**src/rtl/ps2_pkg.sv**
```systemverilog
// Shared types and constants for the PS/2 host transmitter.
package ps2_pkg;

    typedef enum logic [2:0] {
        ST_IDLE,
        ST_INHIBIT,
        ST_REQ,
        ST_SHIFT,
        ST_ACK,
        ST_WAIT_IDLE
    } state_t;

    localparam logic [1:0] ERR_NONE    = 2'b00;
    localparam logic [1:0] ERR_TIMEOUT = 2'b01;
    localparam logic [1:0] ERR_NACK    = 2'b10;

    // Host-driven bits after the start bit: 8 data, parity, stop.
    localparam int FRAME_LEN = 10;
    localparam int IDX_W     = 4;

    function automatic int us_to_cycles(input int clk_hz, input int us);
        return clk_hz / 1_000_000 * us;
    endfunction

endpackage

```
**src/rtl/ps2_sync_edge.sv**
```systemverilog
// Two-flop synchroniser for an asynchronous PS/2 pin with a falling-edge pulse.
module ps2_sync_edge (
    input  logic clk,
    input  logic rst,
    input  logic din,
    output logic level,
    output logic fall
);

    // Idle bus level is high; resetting to 1 avoids a false edge after reset.
    logic [2:0] sync_reg;

    always_ff @(posedge clk) begin
        if (rst) begin
            sync_reg <= 3'b111;
        end else begin
            sync_reg <= {sync_reg[1:0], din};
        end
    end

    assign level = sync_reg[1];
    assign fall  = sync_reg[2] & ~sync_reg[1];

endmodule

```
**src/rtl/ps2_host_tx.sv**
```systemverilog
// PS/2 host-to-device transmitter: request-to-send, frame shifted on device clock falls, ACK check.
// Optional per-transfer watchdog is compiled in when PS2_TX_TIMEOUT_EN is defined.
module ps2_host_tx
    import ps2_pkg::*;
#(
    parameter int CLK_HZ     = 50_000_000,
    parameter int INHIBIT_US = 120,
    parameter int TIMEOUT_US = 2000
) (
    input  logic       clk,
    input  logic       rst,
    input  logic [7:0] tx_data,
    input  logic       tx_valid,
    output logic       tx_ready,
    input  logic       ps2_clk_in,
    input  logic       ps2_dat_in,
    output logic       ps2_clk_oe,
    output logic       ps2_dat_oe,
    output logic       done,
    output logic       err,
    output logic [1:0] err_code
);

    localparam int INHIBIT_CYC = us_to_cycles(CLK_HZ, INHIBIT_US);
    localparam int TIMEOUT_CYC = us_to_cycles(CLK_HZ, TIMEOUT_US);
    localparam int CNT_MAX     = (INHIBIT_CYC > TIMEOUT_CYC) ? INHIBIT_CYC : TIMEOUT_CYC;
    localparam int CNT_W       = $clog2(CNT_MAX + 1);

    localparam logic [CNT_W-1:0] INHIBIT_LAST = CNT_W'(INHIBIT_CYC - 1);
    localparam logic [IDX_W-1:0] IDX_LAST     = IDX_W'(FRAME_LEN - 1);

    state_t                 state_reg, state_next;
    logic [CNT_W-1:0]       cnt_reg, cnt_next;
    logic [IDX_W-1:0]       idx_reg, idx_next;
    logic [FRAME_LEN-1:0]   frame_reg;
    logic                   clk_oe_reg, clk_oe_next;
    logic                   dat_oe_reg, dat_oe_next;
    logic                   done_reg, done_next;
    logic                   err_reg, err_next;
    logic [1:0]             err_code_reg, err_code_next;

    logic clk_level, clk_fall, dat_level, dat_fall_unused;
    logic timeout_hit;

    ps2_sync_edge u_clk_sync (
        .clk   (clk),
        .rst   (rst),
        .din   (ps2_clk_in),
        .level (clk_level),
        .fall  (clk_fall)
    );

    ps2_sync_edge u_dat_sync (
        .clk   (clk),
        .rst   (rst),
        .din   (ps2_dat_in),
        .level (dat_level),
        .fall  (dat_fall_unused)
    );

`ifdef PS2_TX_TIMEOUT_EN
    localparam logic [CNT_W-1:0] TIMEOUT_LAST = CNT_W'(TIMEOUT_CYC - 1);
    logic wd_active;
    assign wd_active   = (state_reg != ST_IDLE) && (state_reg != ST_INHIBIT);
    assign timeout_hit = wd_active && (cnt_reg == TIMEOUT_LAST);
`else
    assign timeout_hit = 1'b0;
`endif

    always_ff @(posedge clk) begin
        if (rst) begin
            state_reg    <= ST_IDLE;
            cnt_reg      <= '0;
            idx_reg      <= '0;
            frame_reg    <= '0;
            clk_oe_reg   <= 1'b0;
            dat_oe_reg   <= 1'b0;
            done_reg     <= 1'b0;
            err_reg      <= 1'b0;
            err_code_reg <= ERR_NONE;
        end else begin
            state_reg    <= state_next;
            cnt_reg      <= cnt_next;
            idx_reg      <= idx_next;
            clk_oe_reg   <= clk_oe_next;
            dat_oe_reg   <= dat_oe_next;
            done_reg     <= done_next;
            err_reg      <= err_next;
            err_code_reg <= err_code_next;
            // Frame is {stop, odd parity, data}; bit 0 goes out first.
            if (state_reg == ST_IDLE && tx_valid) begin
                frame_reg <= {1'b1, ~^tx_data, tx_data};
            end
        end
    end

    always_comb begin
        state_next = state_reg;
        cnt_next   = cnt_reg;
        idx_next   = idx_reg;
        case (state_reg)
            ST_IDLE: begin
                cnt_next = '0;
                idx_next = '0;
                if (tx_valid) begin
                    state_next = ST_INHIBIT;
                end
            end
            ST_INHIBIT: begin
                if (cnt_reg == INHIBIT_LAST) begin
                    cnt_next   = '0;
                    state_next = ST_REQ;
                end else begin
                    cnt_next = cnt_reg + CNT_W'(1);
                end
            end
            ST_REQ, ST_SHIFT: begin
                if (clk_fall) begin
                    idx_next   = idx_reg + IDX_W'(1);
                    state_next = (idx_reg == IDX_LAST) ? ST_ACK : ST_SHIFT;
                end
            end
            ST_ACK: begin
                if (clk_fall) begin
                    state_next = dat_level ? ST_IDLE : ST_WAIT_IDLE;
                end
            end
            ST_WAIT_IDLE: begin
                if (clk_level && dat_level) begin
                    state_next = ST_IDLE;
                end
            end
            default: state_next = ST_IDLE;
        endcase
`ifdef PS2_TX_TIMEOUT_EN
        if (wd_active) begin
            cnt_next = cnt_reg + CNT_W'(1);
        end
`endif
        if (timeout_hit) begin
            state_next = ST_IDLE;
        end
    end

    // Outputs are registered from the upcoming state so pins move with the state change.
    always_comb begin
        clk_oe_next   = 1'b0;
        dat_oe_next   = dat_oe_reg;
        done_next     = 1'b0;
        err_next      = 1'b0;
        err_code_next = err_code_reg;
        case (state_next)
            ST_INHIBIT: begin
                clk_oe_next = 1'b1;
                dat_oe_next = (cnt_next == INHIBIT_LAST);
            end
            ST_REQ:           dat_oe_next = 1'b1;
            ST_SHIFT, ST_ACK: begin
                if (clk_fall) begin
                    dat_oe_next = ~frame_reg[idx_reg];
                end
            end
            default:          dat_oe_next = 1'b0;
        endcase
        if (timeout_hit) begin
            err_next      = 1'b1;
            err_code_next = ERR_TIMEOUT;
        end else if (state_reg == ST_ACK && state_next == ST_IDLE) begin
            err_next      = 1'b1;
            err_code_next = ERR_NACK;
        end else if (state_reg == ST_WAIT_IDLE && state_next == ST_IDLE) begin
            done_next = 1'b1;
        end
    end

    assign tx_ready   = (state_reg == ST_IDLE);
    assign ps2_clk_oe = clk_oe_reg;
    assign ps2_dat_oe = dat_oe_reg;
    assign done       = done_reg;
    assign err        = err_reg;
    assign err_code   = err_code_reg;

endmodule

```
**config.mk**
```make
export PLATFORM = sky130hd
export DESIGN_NAME = ps2_host_tx
export DESIGN_NICKNAME = d
export VERILOG_FILES = /design/src/rtl/ps2_pkg.sv /design/src/rtl/ps2_sync_edge.sv /design/src/rtl/ps2_host_tx.sv
export SDC_FILE = /design/constraint.sdc
export NUM_CORES = 1
export LEC_CHECK = 0
export CORE_MARGIN = 2
export CORE_UTILIZATION = 52
export CTS_CLUSTER_SIZE = 40
export DETAILED_ROUTE_END_ITERATION = 12
export PLACE_DENSITY = 0.79
export REMOVE_ABC_BUFFERS = 1
export SLEW_MARGIN = 0
export SYNTH_ARGS = -nofsm -noshare
export SYNTH_HDL_FRONTEND = slang
export SYNTH_SLANG_ARGS = --single-unit
```
**constraint.sdc**
```tcl
create_clock -name clk -period 1.9 [get_ports clk]
set_input_delay 0.19 -clock clk [delete_from_list [all_inputs] [get_ports clk]]
set_output_delay 0.19 -clock clk [all_outputs]
set_load 0.005 [all_outputs]
```
==> flow_summary_export.csv <==
group,metric,value,unit
sta,setup_viol,0,
routing,drc,0,
clock_tree,clock_sink_count,44,
synthesis,synth_area,2390,sq um
clock_tree,cts_buffers,5,
hold_path,hold_path_depth,1,
routing,wl_per_cell,15.5,um
synthesis,yosys.area.top_type,"dfxtp_1",
grt,grt_pass1_vias,2139,
hold_path,hold_end,"u_dat_sync.sync_reg[1]$_SDFF_PP1_",
clock_tree,root_buffer,"clkbuf_8",
routing,antenna_left,0,
grt,gr-usage-met3,0.0450,
clock_tree,worstSkewPairLatency,0.31,ns
pwr,ir_drop,0.493,mV
synthesis,synth_edf_count,0,
hold_path,worstHoldStart,"u_dat_sync.sync_reg[0]$_SDFF_PP1_",
worst_setup_path,cp_max_fo,2,
sta,fmax,531,MHz
synthesis,yosysTopAreaCellShare,0.369,
layout,diodes,0,
layout,largest_reg_flops,17,
worst_setup_path,r2r-end,"ps2_dat_oe$_SDFFE_PP0P_",
synthesis,synthesis.instances,291,
job,cap_viol_max_count,0,
synthesis,synthTopCellsByCount,"dfxtp_1, nand2_1, a21oi_1, nor2_1, xnor2_1",
placed_design,gp_congestion,1.04,
worst_setup_path,r2r_cells,7,
sta,rsz0062_at_grt,"yes",
sta,worst_clock_skew,0.00997,ns
clock_tree,ctsLongestPathBuffers,2,
clock_tree,cts_tree,"yes",
worst_setup_path,startpoint,"cnt_reg[0]$_SDFF_PP0_",
worst_setup_path,rrSetupSlack,0.02,ns
routing,first_iter_violations,166,
floorplan,die_w,71.8,um
grt,antenna_found_initial,0,
synthesis,yosysMostFrequentCell,"dfxtp_1",
sta,post-route-min-period,1.88,ns
routing,wirelength,6.01,mm
floorplan,io_pins,20,
sta,finalMaxSlewViolations,0,
placed_design,hpwl,4.36,mm
placed_design,portBuffers,18,
layout,layout-drive-gt1-share,0.257,
grt,track_usage,0.245,
sta,fin_setup_tns,0,ns
worst_setup_path,arrival,2.12,ns
synthesis,ys_seq_area_frac,0.369,
floorplan,die-area,5150,sq um
worst_setup_path,r2r_start,"cnt_reg[0]$_SDFF_PP0_",
floorplan,core-area,4380,sq um
grt,grt_max_degree,18,
routing,vias,2243,
routing,viasPerCell,5.80,
sta,setup_ws,0.0181,ns
clock_tree,path_clk_slew,0.08,ns
synthesis,async_flop_share,0,
routing,dr.pass1.iters,4,
synthesis,synth.area.top_cells,"dfxtp_1, xnor2_1, nand2_1",
clock_tree,htree_levels,2,
worst_setup_path,critPathLaunchType,"flop",
layout,nFillCells,354,
grt,grt_overflow,0,
hold_path,hp-class,"reg -> reg",
synthesis,ys_seq_elements,44,
worst_setup_path,critPathRequiredTime,2.14,ns
pwr,power.leakage,1.06,nW
sta,finalHoldViolCount,0,
sta,period_share,0.990,
synthesis,synth_cell_types,58,
synthesis,syn-mean-instance-area,8.21,sq um
layout,fin_nets,350,
pwr,power.density,598,nW/um^2
grt,grtUsageMet2,0.392,
placed_design,pre_cts_ws,-0.0638,ns
status,status,"finished clean",
floorplan,die_height,71.8,um
worst_setup_path,worstSetupPathType,"reg -> reg",
floorplan,rows,24,
floorplan,start_util,0.545,
synthesis,ys.flop_type,"dfxtp_1",
synthesis,yosysWarnings,0,
grt,use_met1,0.335,
worst_setup_path,endpoint_kind,"flop",
layout,area_growth,27.3,%
grt,grt_pass1_wl,9.96,mm
grt,gr-max-usage-layer,"met2",
==> critical path, stage by stage, from the launching register on <==
cell,delay (ns)
dfxtp_2,0.34
ha_4,0.26
or4b_4,0.47
nor3b_2,0.19
a21oi_2,0.05
a221oi_2,0.22
nand4_1,0.14
o21ai_2,0.14
==> through the flow <==
stage           util  instance area, sq um  power (mW)  hold WS [ns]  instances
2_1_floorplan      -                  2320        1.10         0.259        277
3_3_place_gp   0.638                  2800        1.19         0.393        378
3_5_place_dp   0.638                  2800        1.20         0.395        378
4_1_cts        0.666                  2920        1.82         0.416        386
5_1_grt        0.693                  3040        1.89         0.424        387
6_report       0.693                  3040        1.82         0.415        387
==> layer usage <==
metal,part of all wire,wire length (um),vias to the layer above
li1,-,-,1128
met1,0.47,2820,1062
met2,0.48,2860,47
met3,0.042,254,6
met4,0.012,71,0
met5,0,0,-
==> logic make-up (layout without fill, tap and decap cells) <==
logic type | Yosys count | in the layout | synth area share
flip-flops | 44 | 44 | 0.369
AND/OR/NAND/NOR | 145 | 145 | 0.333
AO/OA/AOI/OAI | 57 | 57 | 0.151
buffers and inverters | 19 | 63 | 0.0367
other | 1 | 1 | 0.00157
XOR/XNOR | 19 | 19 | 0.0697
adder cells (fa/ha/maj) | 3 | 3 | 0.0157
multiplexers | 3 | 3 | 0.0236
==> how the worst max path moves through the flow <==
stage                                    endpoint  slack, ns  cells after the start
final                     ps2_dat_oe$_SDFFE_PP0P_       0.02                      7
after global routing      ps2_dat_oe$_SDFFE_PP0P_      -0.04                      8
after CTS                 ps2_dat_oe$_SDFFE_PP0P_      0.006                      7
after detailed placement  ps2_dat_oe$_SDFFE_PP0P_      -0.06                      7
after global placement    ps2_dat_oe$_SDFFE_PP0P_      -0.03                      7
after floorplan             cnt_reg[3]$_SDFF_PP0_      -0.29                      6
==> where the power goes <==
| group | switching, mW | internal [mW] | leakage, nW |
|---|---|---|---|
| sequential | 0.0132 | 0.947 | 0.362 |
| combinational | 0.114 | 0.118 | 0.657 |
| clock | 0.331 | 0.294 | 0.0434 |
| total | 0.459 | 1.36 | 1.06 |
==> area by class of cell <==
| cell class | instances | area (sq um) | share of cell area |
|---|---|---|---|
| Clock inverter | 2 | 15.0 | 0.00494 |
| Multi-Input combinational cell | 228 | 1540 | 0.507 |
| Clock buffer | 6 | 82.6 | 0.0272 |
| Timing Repair Buffer | 50 | 428 | 0.141 |
| Sequential cell | 44 | 891 | 0.293 |
| Inverter | 5 | 18.8 | 0.00617 |
| Tap cell | 52 | 65.1 | 0.0214 |
==> timing repair <==
item                                    CTS  global route
hold endpoints to repair                  0             0
resized for setup                         4            31
hold buffers                              0             0
pin swaps                                 0            10
buffers inserted                          0             1
endpoints found under the setup margin    2            18
cloned                                    0             0
==> placed cells by master (no fill, tap or decap), drive strengths merged, types with 4 or more instances in the layout <==
cell and n:
dfxtp 44, nand2 35, buf 32, nor2 26, a21oi 26, clkdlybuf4s50 18, xnor2 16, nor3 11
nand3 10, o21ai 9, nand4 8, or2 7, nor4 7, nand2b 6, clkbuf 6, inv 5
nor3b 5, or3 5, nor2b 4, o21a 4
Note: power is estimated with default switching activity, not from simulation.
